==> config.mk <==
export PLATFORM = sky130hd
export DESIGN_NAME = unidade_controle
export DESIGN_NICKNAME = d
export VERILOG_FILES = /design/src/rtl/unidade_controle_pkg.sv /design/src/rtl/decodificador3x8.sv /design/src/rtl/unidade_controle.sv
export SDC_FILE = /design/constraint.sdc
export NUM_CORES = 1
export LEC_CHECK = 0
export ABC_AREA = 1
export CAP_MARGIN = 25
export CORE_ASPECT_RATIO = 1.4
export CORE_UTILIZATION = 40
export CTS_CLUSTER_SIZE = 25
export DETAILED_ROUTE_END_ITERATION = 8
export PLACE_DENSITY = 0.75
export SLEW_MARGIN = 10
export SYNTH_ARGS = -nofsm -noshare
export SYNTH_HDL_FRONTEND = slang
export SYNTH_SLANG_ARGS = --single-unit
==> constraint.sdc <==
create_clock -name Clock -period 2.5 [get_ports Clock]
set_input_delay 0.5 -clock Clock [delete_from_list [all_inputs] [get_ports Clock]]
set_output_delay 0.5 -clock Clock [all_outputs]
set_load 0.005 [all_outputs]
==> src/rtl/unidade_controle_pkg.sv <==
// Shared definitions for the multicycle processor control unit:
// opcodes, step-state encoding and instruction-register field positions.
package unidade_controle_pkg;

  localparam logic [2:0] OP_MV  = 3'b000;
  localparam logic [2:0] OP_MVI = 3'b001;
  localparam logic [2:0] OP_ADD = 3'b010;
  localparam logic [2:0] OP_SUB = 3'b011;

  localparam int IR_W      = 9;
  localparam int IR_OP_MSB = 8;
  localparam int IR_OP_LSB = 6;
  localparam int IR_X_MSB  = 5;
  localparam int IR_X_LSB  = 3;
  localparam int IR_Y_MSB  = 2;
  localparam int IR_Y_LSB  = 0;
  // IR[6] separates add (0) from sub (1) and feeds the ALU directly.
  localparam int IR_ADDSUB_BIT = 6;

  typedef enum logic [1:0] {
    T0 = 2'b00,
    T1 = 2'b01,
    T2 = 2'b10,
    T3 = 2'b11
  } state_t;

endpackage

==> src/rtl/decodificador3x8.sv <==
// 3-to-8 one-hot decoder: bit sel of out is set, all others clear.
module decodificador3x8 (
  input  logic [2:0] sel,
  output logic [7:0] out
);

  always_comb begin
    out      = '0;
    out[sel] = 1'b1;
  end

endmodule

==> src/rtl/unidade_controle.sv <==
// Control unit of a small multicycle processor: latches an instruction in T0
// and sequences bus source, register write and ALU strobes through T1..T3.
module unidade_controle
  import unidade_controle_pkg::*;
(
  input  logic             Clock,
  input  logic             Reset,
  input  logic             Run,
  input  logic [IR_W-1:0]  Instr,
  output logic [7:0]       controlReg,
  output logic             Gout,
  output logic             DINout,
  output logic [7:0]       Rin,
  output logic             Ain,
  output logic             Gin,
  output logic             AddSub,
  output logic             Done
);

  state_t            state_q;
  state_t            state_d;
  logic [IR_W-1:0]   ir_q;
  logic [2:0]        opcode;
  logic [7:0]        onehot_x;
  logic [7:0]        onehot_y;

  assign opcode = ir_q[IR_OP_MSB:IR_OP_LSB];

  decodificador3x8 u_dec_x (
    .sel (ir_q[IR_X_MSB:IR_X_LSB]),
    .out (onehot_x)
  );

  decodificador3x8 u_dec_y (
    .sel (ir_q[IR_Y_MSB:IR_Y_LSB]),
    .out (onehot_y)
  );

  always_ff @(posedge Clock) begin
    if (Reset) begin
      state_q <= T0;
      ir_q    <= '0;
    end else begin
      state_q <= state_d;
      if (state_q == T0 && Run) begin
        ir_q <= Instr;
      end
    end
  end

  // Outputs depend only on state, IR and Reset; Reset masks everything so an
  // instruction aborted mid-flight never emits Done or a register write.
  always_comb begin
    state_d    = state_q;
    controlReg = '0;
    Gout       = 1'b0;
    DINout     = 1'b0;
    Rin        = '0;
    Ain        = 1'b0;
    Gin        = 1'b0;
    AddSub     = 1'b0;
    Done       = 1'b0;

    case (state_q)
      T0: begin
        if (Run) begin
          state_d = T1;
        end
      end
      T1: begin
        state_d = T0;
        case (opcode)
          OP_MV: begin
            controlReg = onehot_y;
            Rin        = onehot_x;
            Done       = 1'b1;
          end
          OP_MVI: begin
            DINout = 1'b1;
            Rin    = onehot_x;
            Done   = 1'b1;
          end
          OP_ADD, OP_SUB: begin
            controlReg = onehot_x;
            Ain        = 1'b1;
            state_d    = T2;
          end
          default: begin
            Done = 1'b1;
          end
        endcase
      end
      T2: begin
        if (opcode == OP_ADD || opcode == OP_SUB) begin
          controlReg = onehot_y;
          Gin        = 1'b1;
          AddSub     = ir_q[IR_ADDSUB_BIT];
          state_d    = T3;
        end else begin
          state_d = T0;
        end
      end
      T3: begin
        Gout    = 1'b1;
        Rin     = onehot_x;
        Done    = 1'b1;
        state_d = T0;
      end
      default: begin
        state_d = T0;
      end
    endcase

    if (Reset) begin
      controlReg = '0;
      Gout       = 1'b0;
      DINout     = 1'b0;
      Rin        = '0;
      Ain        = 1'b0;
      Gin        = 1'b0;
      AddSub     = 1'b0;
      Done       = 1'b0;
    end
  end

endmodule
* Word-level counts from Yosys, hierarchy flattened
Cells that the tools add are included.
Storage, ports and cells: register bits after elaboration 11, output and inout bits 22
Operators by class: equal/unequal tests 7, reductions and logical operators 8, order comparisons 4, muxes and demuxes 32
Operators with widths (count):
- $pmux 8 s2 | 3
- $mux 8 | 4
- $mux 1 | 18
- $lt 3x4->1 const B | 2
- $pmux 2 s4 | 1
- $demux 1 s3 | 2
- $eq 3x2->1 const B | 2
- $ge 3x1->1 const B | 2
- $mux 2 | 3
- $eq 2x2->1 const B | 2
- $reduce_or 2->1 | 2
- $eq 3x1->1 const B | 1
- $logic_and 1x1->1 | 3
- $logic_not 3->1 | 1
- $eq 2x1->1 const B | 1
- $logic_not 2->1 | 1
- $ne 2x2->1 const B | 1
- $pmux 1 s2 | 1
- $logic_or 1x1->1 | 1

* Depth between registers and ports, before layout
word-level depth 7, depth in mapped cells 8, gate-level depth less buffers 8

* Cells and area by module
A second synthesis with hierarchy kept.
Unflattened totals: cells, all modules 166, area, all modules 942.2 µm²
By module, submodules not included:
- unidade_controle | times used 1, area an instance 829.5 µm², cells each 136, sequential area each 220.2 µm²
- decodificador3x8 | times used 2, area an instance 56.3 µm², cells each 15, sequential area each 0.0 µm²

* Least setup slack after synthesis
No wires, ideal clock.
path kind reg2out, from register state_q[1], to output Rin[6], arrival 1.146 ns, required time 2.000 ns, stages on the path, launching flop included 7, slack 0.854 ns, buffers on the path 0, cells stage by stage dfxtp_1 > inv_1 > ha_1 > inv_1 > nor2_1 > a21oi_4 > nor3_1
Between the ends: cells in the longest elaborated chain, start to end 3, elaborated cells on any way between the ends 4, classes of those cells eq/ne (2); mux (2)
Ends and longest elaborated chain:
- from (decl) | line unidade_controle.sv:20 | state_t state_q;
- from (signal assigned) | line unidade_controle.sv:44 | state_q <= state_d;
- $eq 2x2->1 / $eq 2x1->1 (equally long branches) | line unidade_controle.sv:64 | case (state_q)
- $pmux 8 s2 * | line unidade_controle.sv:64
- $mux 8 * | line unidade_controle.sv:114 | if (Reset) begin
- to (decl) | line unidade_controle.sv:13 | output logic [7:0] Rin,
Mark *: on every way between the ends. The rest lies on a longest branch, timed or not.

* Final worst setup path
from register state_q[1], to output controlReg[6]
Between the ends: cells in the longest elaborated chain, start to end 3, elaborated cells on any way between the ends 4, classes of those cells eq/ne (2); mux (2)
Ends and longest elaborated chain:
- $eq 2x2->1 / $eq 2x1->1 (equally long branches) | line unidade_controle.sv:64
- $pmux 8 s2 * | line unidade_controle.sv:64
- $mux 8 * | line unidade_controle.sv:114
- to (decl) | line unidade_controle.sv:10 | output logic [7:0] controlReg,
Marked as above.

==> results.py <==
metrics = {
    "synthesis": {
        "synth_top_area_cell": "dfxtp_1",
        "synth_top_cell_area_share_pct": 26.4,
        "synth.distinct_cells": 18,
        "syn_nets": 155,
        "synth_warnings": 0,
        "synth_area_per_cell_sq_um": 6.04,
        "synthCells": 138,
        "synthTopCellsByArea": "dfxtp_1 (26%), inv_1 (11%), a21oi_1 (10%)",
        "ys_seq_elements": 11,
        "ys_seq_area_share_pct": 26.4,
        "syn-cell-area_sq_um": 833,
    },
    "route": {
        "dr.first_iter.drc_count": 27,
        "vias_per_cell": 4.94,
        "routedWlPerCell_um": 11.4,
        "drc_errors": 0,
        "dr.pass1.iters": 4,
        "dr_total_vias": 979,
        "ant_nets": 0,
        "finalWirelength_um": 2250,
    },
    "clocking": {
        "cts.path.max_buffers": 2,
        "cts_tree": "built",
        "insertion_delay_ps": 280,
        "clock-sinks": 11,
        "cts_setup_buffers": 0,
        "htree_levels": 1,
        "clk_pin_slew_ps": 80,
        "cts-root-buf": "clkbuf_4",
        "cts_buffers": 3,
        "cts_hold_buf": 0,
    },
    "placement": {
        "place.gp.congestion": 0.796,
        "post-place-ws_ps": -53.6,
        "place_hpwl_um": 1750,
        "port_buffers": 33,
    },
    "global_routing": {
        "grt_pass1_wl_um": 3550,
        "grt_antenna_before_repair": 0,
        "grt_max_degree": 19,
        "grt_usage_pct": 21.8,
        "grt_pass1_vias": 908,
        "grt_remaining_overflow": 0,
    },
    "setup_path": {
        "ff2ff_path_depth": 5,
        "arrival_ps": 1890,
        "critical-path-max-stage-delay_ps": 490,
        "crit_chain": "inv_2 -> ha_2 -> inv_2 -> nor2_4 -> nand2_1 -> nand3_1 -> nand2_1 -> inv_1 -> clkdlybuf4s50_1",
        "worstPathRequired_ps": 2000,
        "ff2ff_setup_slack_ps": 1010,
        "critPathCaptureType": "output port",
        "start_kind": "flop",
        "cp_slowest_cell": "clkdlybuf4s50_1",
        "path_max_fanout": 8,
        "crit_type": "flop to output port",
    },
    "floorplanning": {
        "die_w_um": 40.6,
        "io_pins": 34,
        "start_util_pct": 42.2,
        "chipHeight_um": 56.0,
        "die_area_sq_um": 2270,
        "core_area_sq_um": 1970,
        "std_cell_rows": 19,
    },
    "hold_path": {
        "holdPathStages": 2,
        "hold_class": "flop to flop",
    },
    "final_layout": {
        "nets": 195,
        "area_growth_pct": 54.4,
        "fillers": 189,
        "drive_gt1_share_pct": 11.9,
        "insertedDiodeCount": 0,
    },
    "sta": {
        "drv_slew": 0,
        "hold_viol_final": 0,
        "fin_ws_ps": 112,
        "fmax_ghz": 0.419,
        "max_slew.worst_pin.slew_ps": 494,
        "rsz0062_at_grt": "false",
        "fin_crit_sh_pct": 95.5,
        "maxSlewHeadroom_pct": 67.0,
        "finalClockSkew_ps": 5.58,
        "period_needed_ps": 2390,
        "timing.hold.ws_ps": 499,
        "setup-violations-final": 0,
    },
    "power": {
        "power.switching_mw": 0.170,
        "swShare_pct": 35.6,
        "peakVddDrop_uv": 280,
        "p_int_mw": 0.307,
        "leakage_nw": 0.647,
        "p_comb_share_pct": 29.5,
        "clkPwrFrac_pct": 26.4,
        "pwr_density_cell_nw_per_um2": 371,
        "p_seq_share_pct": 44.1,
    },
    "flow_run": {
        "maxCapViolCount": 0,
    },
    "run_status": {
        "outcome": "finished clean",
    },
}
cells in the mapped netlist:
master	instances
clkbuf_1	1
nand3_1	13
nor2_1	18
ha_1	5
a31oi_1	1
inv_1	24
a21oi_4	1
nor3_1	9
buf_2	1
nand2_2	1
nor4_1	1
o21ai_0	10
nor2_2	1
nor2_4	1
inv_2	1
a21oi_1	17
nand2_1	22
dfxtp_1	11
repair_timing:
| item | CTS | global route |
|---|---|---|
| setup endpoints to repair | 12 | 10 |
| gates resized for setup | 8 | 11 |
| pin swaps | 1 | 2 |
cell type report:
type                       instances  area, sq um  share of cell area [%]
clock buffer                       3         22.5                    1.75
clock inverter                     1         5.00                   0.389
inverter                          25         93.8                    7.30
multi-input combinational        100          541                    42.0
sequential                        11          221                    17.2
tap                               21         26.3                    2.04
timing repair buffer              37          377                    29.3
cell usage in the layout, fill, tap and decap left out:
cell             netlist  routed
nor2_4                 1       2
clkbuf_4               0       3
ha_1                   5       4
dlymetal6s2s_1         0       7
nor2_1                18      17
nor4_1                 1       1
nand3_4                0       1
clkdlybuf4s50_1        0      25
nand2_2                1       1
clkinv_2               0       1
dfxtp_2                0       1
inv_2                  1       4
o21ai_0               10      10
nand2_4                0       1
ha_2                   0       1
inv_1                 24      21
buf_4                  0       4
a21oi_1               17      17
nor3_1                 9       9
a21oi_4                1       1
dfxtp_1               11      10
nand2_1               22      21
a31oi_1                1       1
nor2_2                 1       1
dlygate4sd2_1          0       1
nand3_1               13      12
kinds of logic after synthesis:
kind of cell             Yosys count  synth area share [%]
AND/OR/NAND/NOR                   66                  34.8
AO/OA/AOI/OAI                     29                  18.9
buffers and inverters             27                  12.3
flip-flops                        11                  26.4
adder cells (fa/ha/maj)            5                  7.51
critical path, delay by kind of cell, from the launching register on:
family	cells	cell delay, ps
buffers and inverters	4	690
and+or+nand+nor	4	380
DFF	1	350
adders and majority gates	1	200
worst paths after layout:
kind | startpoint | end
worst max-delay path | state_q[1]$_SDFFE_PP0P_ | controlReg[6]
worst min-delay path | ir_q[1]$_SDFFE_PP0P_ | ir_q[1]$_SDFFE_PP0P_
worst max register to register | state_q[0]$_SDFFE_PP0P_ | ir_q[3]$_SDFFE_PP0P_
worst min register to register | ir_q[1]$_SDFFE_PP0P_ | ir_q[1]$_SDFFE_PP0P_
through the flow:
stage          utilization, %  total power, mW  instance area, sq um  TNS [ps]  std cells
2_1_floorplan               -            0.293                   833         0        138
3_3_place_gp             61.4            0.342                  1210         0        194
3_5_place_dp             61.4            0.346                  1210     -64.6        194
4_1_cts                  63.3            0.475                  1250         0        198
5_1_grt                  65.2            0.508                  1290         0        198
6_report                 65.2            0.477                  1290         0        198
power by group through the flow:
stage	clock, mW	sequential (mW)	combinational, mW
after global routing	0.139	0.213	0.156
final	0.126	0.210	0.141
after detailed placement	0	0.213	0.133
after CTS	0.130	0.209	0.136
after floorplan	0	0.209	0.0839
after global placement	0	0.212	0.130
state kept, by name, summed over array words and instances (netlist names):
| signal | cells |
|---|---|
| ir_q | 9 |
| state_q | 2 |
metal layers:
| layer | global-route usage (%) | share of wire, % | vias up |
|---|---|---|---|
| met3 | 1.20 | 4.6 | 5 |
| met2 | 38.8 | 54 | 34 |
| li1 | - | - | 524 |
| met1 | 24.2 | 40 | 416 |
| met4 | 9.52 | 1.7 | 0 |
| met5 | 0 | 0 | - |
Power figures use the tool's default switching activity.
==> patch, RTL diff (same settings) <==
The 4 states of `state_t` get a Gray code encoding in 2 bits.
--- a/src/rtl/unidade_controle_pkg.sv
+++ b/src/rtl/unidade_controle_pkg.sv
@@ -22,4 +22,4 @@
     T1 = 2'b01,
-    T2 = 2'b10,
-    T3 = 2'b11
+    T2 = 2'b11,
+    T3 = 2'b10
   } state_t;
Check against the original RTL: no difference found for any inputs over 10 cycles, from zero or initial values and one cycle with Reset high; not proved beyond that.
==> patch against the unedited design <==
Routed wire length up 6.4%; maximum frequency shrank 1.4%; count of clock-buffer cells in the layout is 1 higher; sequential cell count unchanged; setup slack lost 0.033 ns; final area increased by 2.3%; total power is 1.3% higher; area after synthesis increased by 0.30%; critical path type is now in -> out; largest cell class unchanged.
==> patch: results (changes against the unedited design) <==
Run status
  • Status: completed

Detailed routing
  • Top layer in use: met4
  • Routed wl met2: 1310 µm (+7.6%)
  • Total iterations of the first detailed-routing run: 4 (unchanged)
  • DR WL met3: 102 µm (-0.97%)
  • WL met1: 968 µm (+8.4%)
  • Wire per inst: 11.8 µm (+3.7%)
  • Initial DRC Count: 22 (-19%)
  • Via count: 1044 (+6.6%)

Critical path
  • Largest delay share family, worst path: buffers and inverters
  • Crit-path max FO: 7 (-1)
  • Critical-path top delay cell: clkdlybuf4s50_1
  • CP max stage delay: 0.51 ns (+0.02 ns)
  • Arr. time, crit path: 1.92 ns (+0.03 ns)
  • Register-to-Register Setup Slack: 1.08 ns (+0.07 ns)

Yosys
  • Top cells by count, synth: 29 x nand2_1, 20 x inv_1, 19 x nor2_1, 18 x a21oi_1, 13 x nand3_1
  • Post-synthesis sequential area ratio: 26.3% (-0.079 points)
  • Ys flop type: dfxtp_1
  • Synth top area cells: dfxtp_1 26%, nand2_1 13%, a21oi_1 11%, inv_1 9.0%, nor2_1 8.5%
  • FFs w/ async S/R, synth: 0% (unchanged)
  • Synth Net Count: 159 (+2.6%)
  • Post-synth cell types: 17 (-1)
  • Ys Warns: 0 (unchanged)

Clock tree
  • Clk root buf: clkbuf_4
  • Clock Latency Late Sink: 0.26 ns (-0.02 ns)
  • Clk pin slew, worst setup/hold paths: 0.07 ns
  • CTS Buffer Depth: 2 (unchanged)
  • Number of CTS-inserted buffers: 3 (unchanged)
  • H-tree Lvls: 1 (unchanged)

STA
  • Final min period: 2.42 ns (+0.0333 ns)
  • Tightest Pin Transition: 0.473 ns (-0.0212 ns)
  • Layout Skew: 0.00301 ns (-0.00257 ns)

Placed design
  • Cell Area, Placed: 1210 µm² (-0.21%)
  • Dpl hpwl: 1850 µm (+5.7%)
  • Placer congestion estimate: 0.764 (-4.0%)
  • Number of port buffers: 33 (unchanged)
  • Place WS: 0.00701 ns (+0.0606 ns)

Global route
  • Tot GR Track Use: 23.2% (+1.4 points)
  • First-pass GRT wire length: 3870 µm (+8.9%)
  • Antenna violations before repair: 0 (unchanged)
  • Largest net degree at the start of global routing: 19 (unchanged)
  • Vias in the first global route: 977 (+7.6%)

Pwr
  • Worst vdd ir: 330 µV (+18%)
  • Leakage: 0.689 nW (+6.5%)

Finish
  • Final #Nets: 200 (+2.6%)
  • Largest registers: ir_q (9), state_q (2)
  • Layout cell share with drive strength beyond 1: 12.6% (+0.77 points)
  • Antenna diodes: 0 (unchanged)

Hold path
  • Hold Path Class: reg -> reg
## patch: cell types whose count changed after synthesis, sizes merged
| cell | delta |
|---|---|
| nand2 | +7 |
| inv | -4 |
| nor2 | -1 |
| nand3 | +1 |
| clkbuf | +1 |
| nor4 | +1 |
| nor3 | -1 |
## patch: report_power, final
group          internal (W)  total, W  switching (W)
sequential         0.000192  0.000212      0.0000204
clock             0.0000616  0.000121      0.0000597
combinational     0.0000641  0.000149      0.0000854
## patch: through the flow
step                std cells  hold slack (ns)
floorplan                 142            0.471
global placement          197            0.487
detailed placement        197            0.496
CTS                       201            0.506
global route              203            0.555
finish                    203            0.508
## patch: timing repair
action,4_1_cts,5_1_grt
gates cloned,0,0
pin swaps,0,2
resized for setup,5,18
hold buffers,0,0
setup endpoints to repair,15,17
setup buffers,0,2
## patch: metal layers
layer / vias up / global-route usage, %
li1: 545 / -
met1: 462 / 26.8
met2: 35 / 41.7
met3: 2 / 3.60
met4: 0 / 4.29
met5: - / 0
## patch: layout make-up
type,instances,area [µm²]
multi-input cells,107,559
well taps,21,26.3
flip-flops and latches,11,225
clock buffers,4,26.3
repair buffers,39,398
fillers,176,657
inverters,21,81.3
## patch: path summary, 6_finish.rpt
kind	from	end	depth (start not counted)
worst max-delay path	Reset	Done	6
worst min-delay path	ir_q[1]	ir_q[1]	2
worst max register to register	state_q[0]	ir_q[8]	5
worst min register to register	ir_q[1]	ir_q[1]	2
## patch: kinds of logic (layout without fill, tap and decap cells)
family / count (synthesis) / in the layout / synth area share (%)
AND/OR/NAND/NOR: 73 / 73 / 37.6
flip-flops: 11 / 11 / 26.3
AO/OA/AOI/OAI: 29 / 29 / 17.5
buffers and inverters: 24 / 64 / 11.1
adder cells (fa/ha/maj): 5 / 5 / 7.49
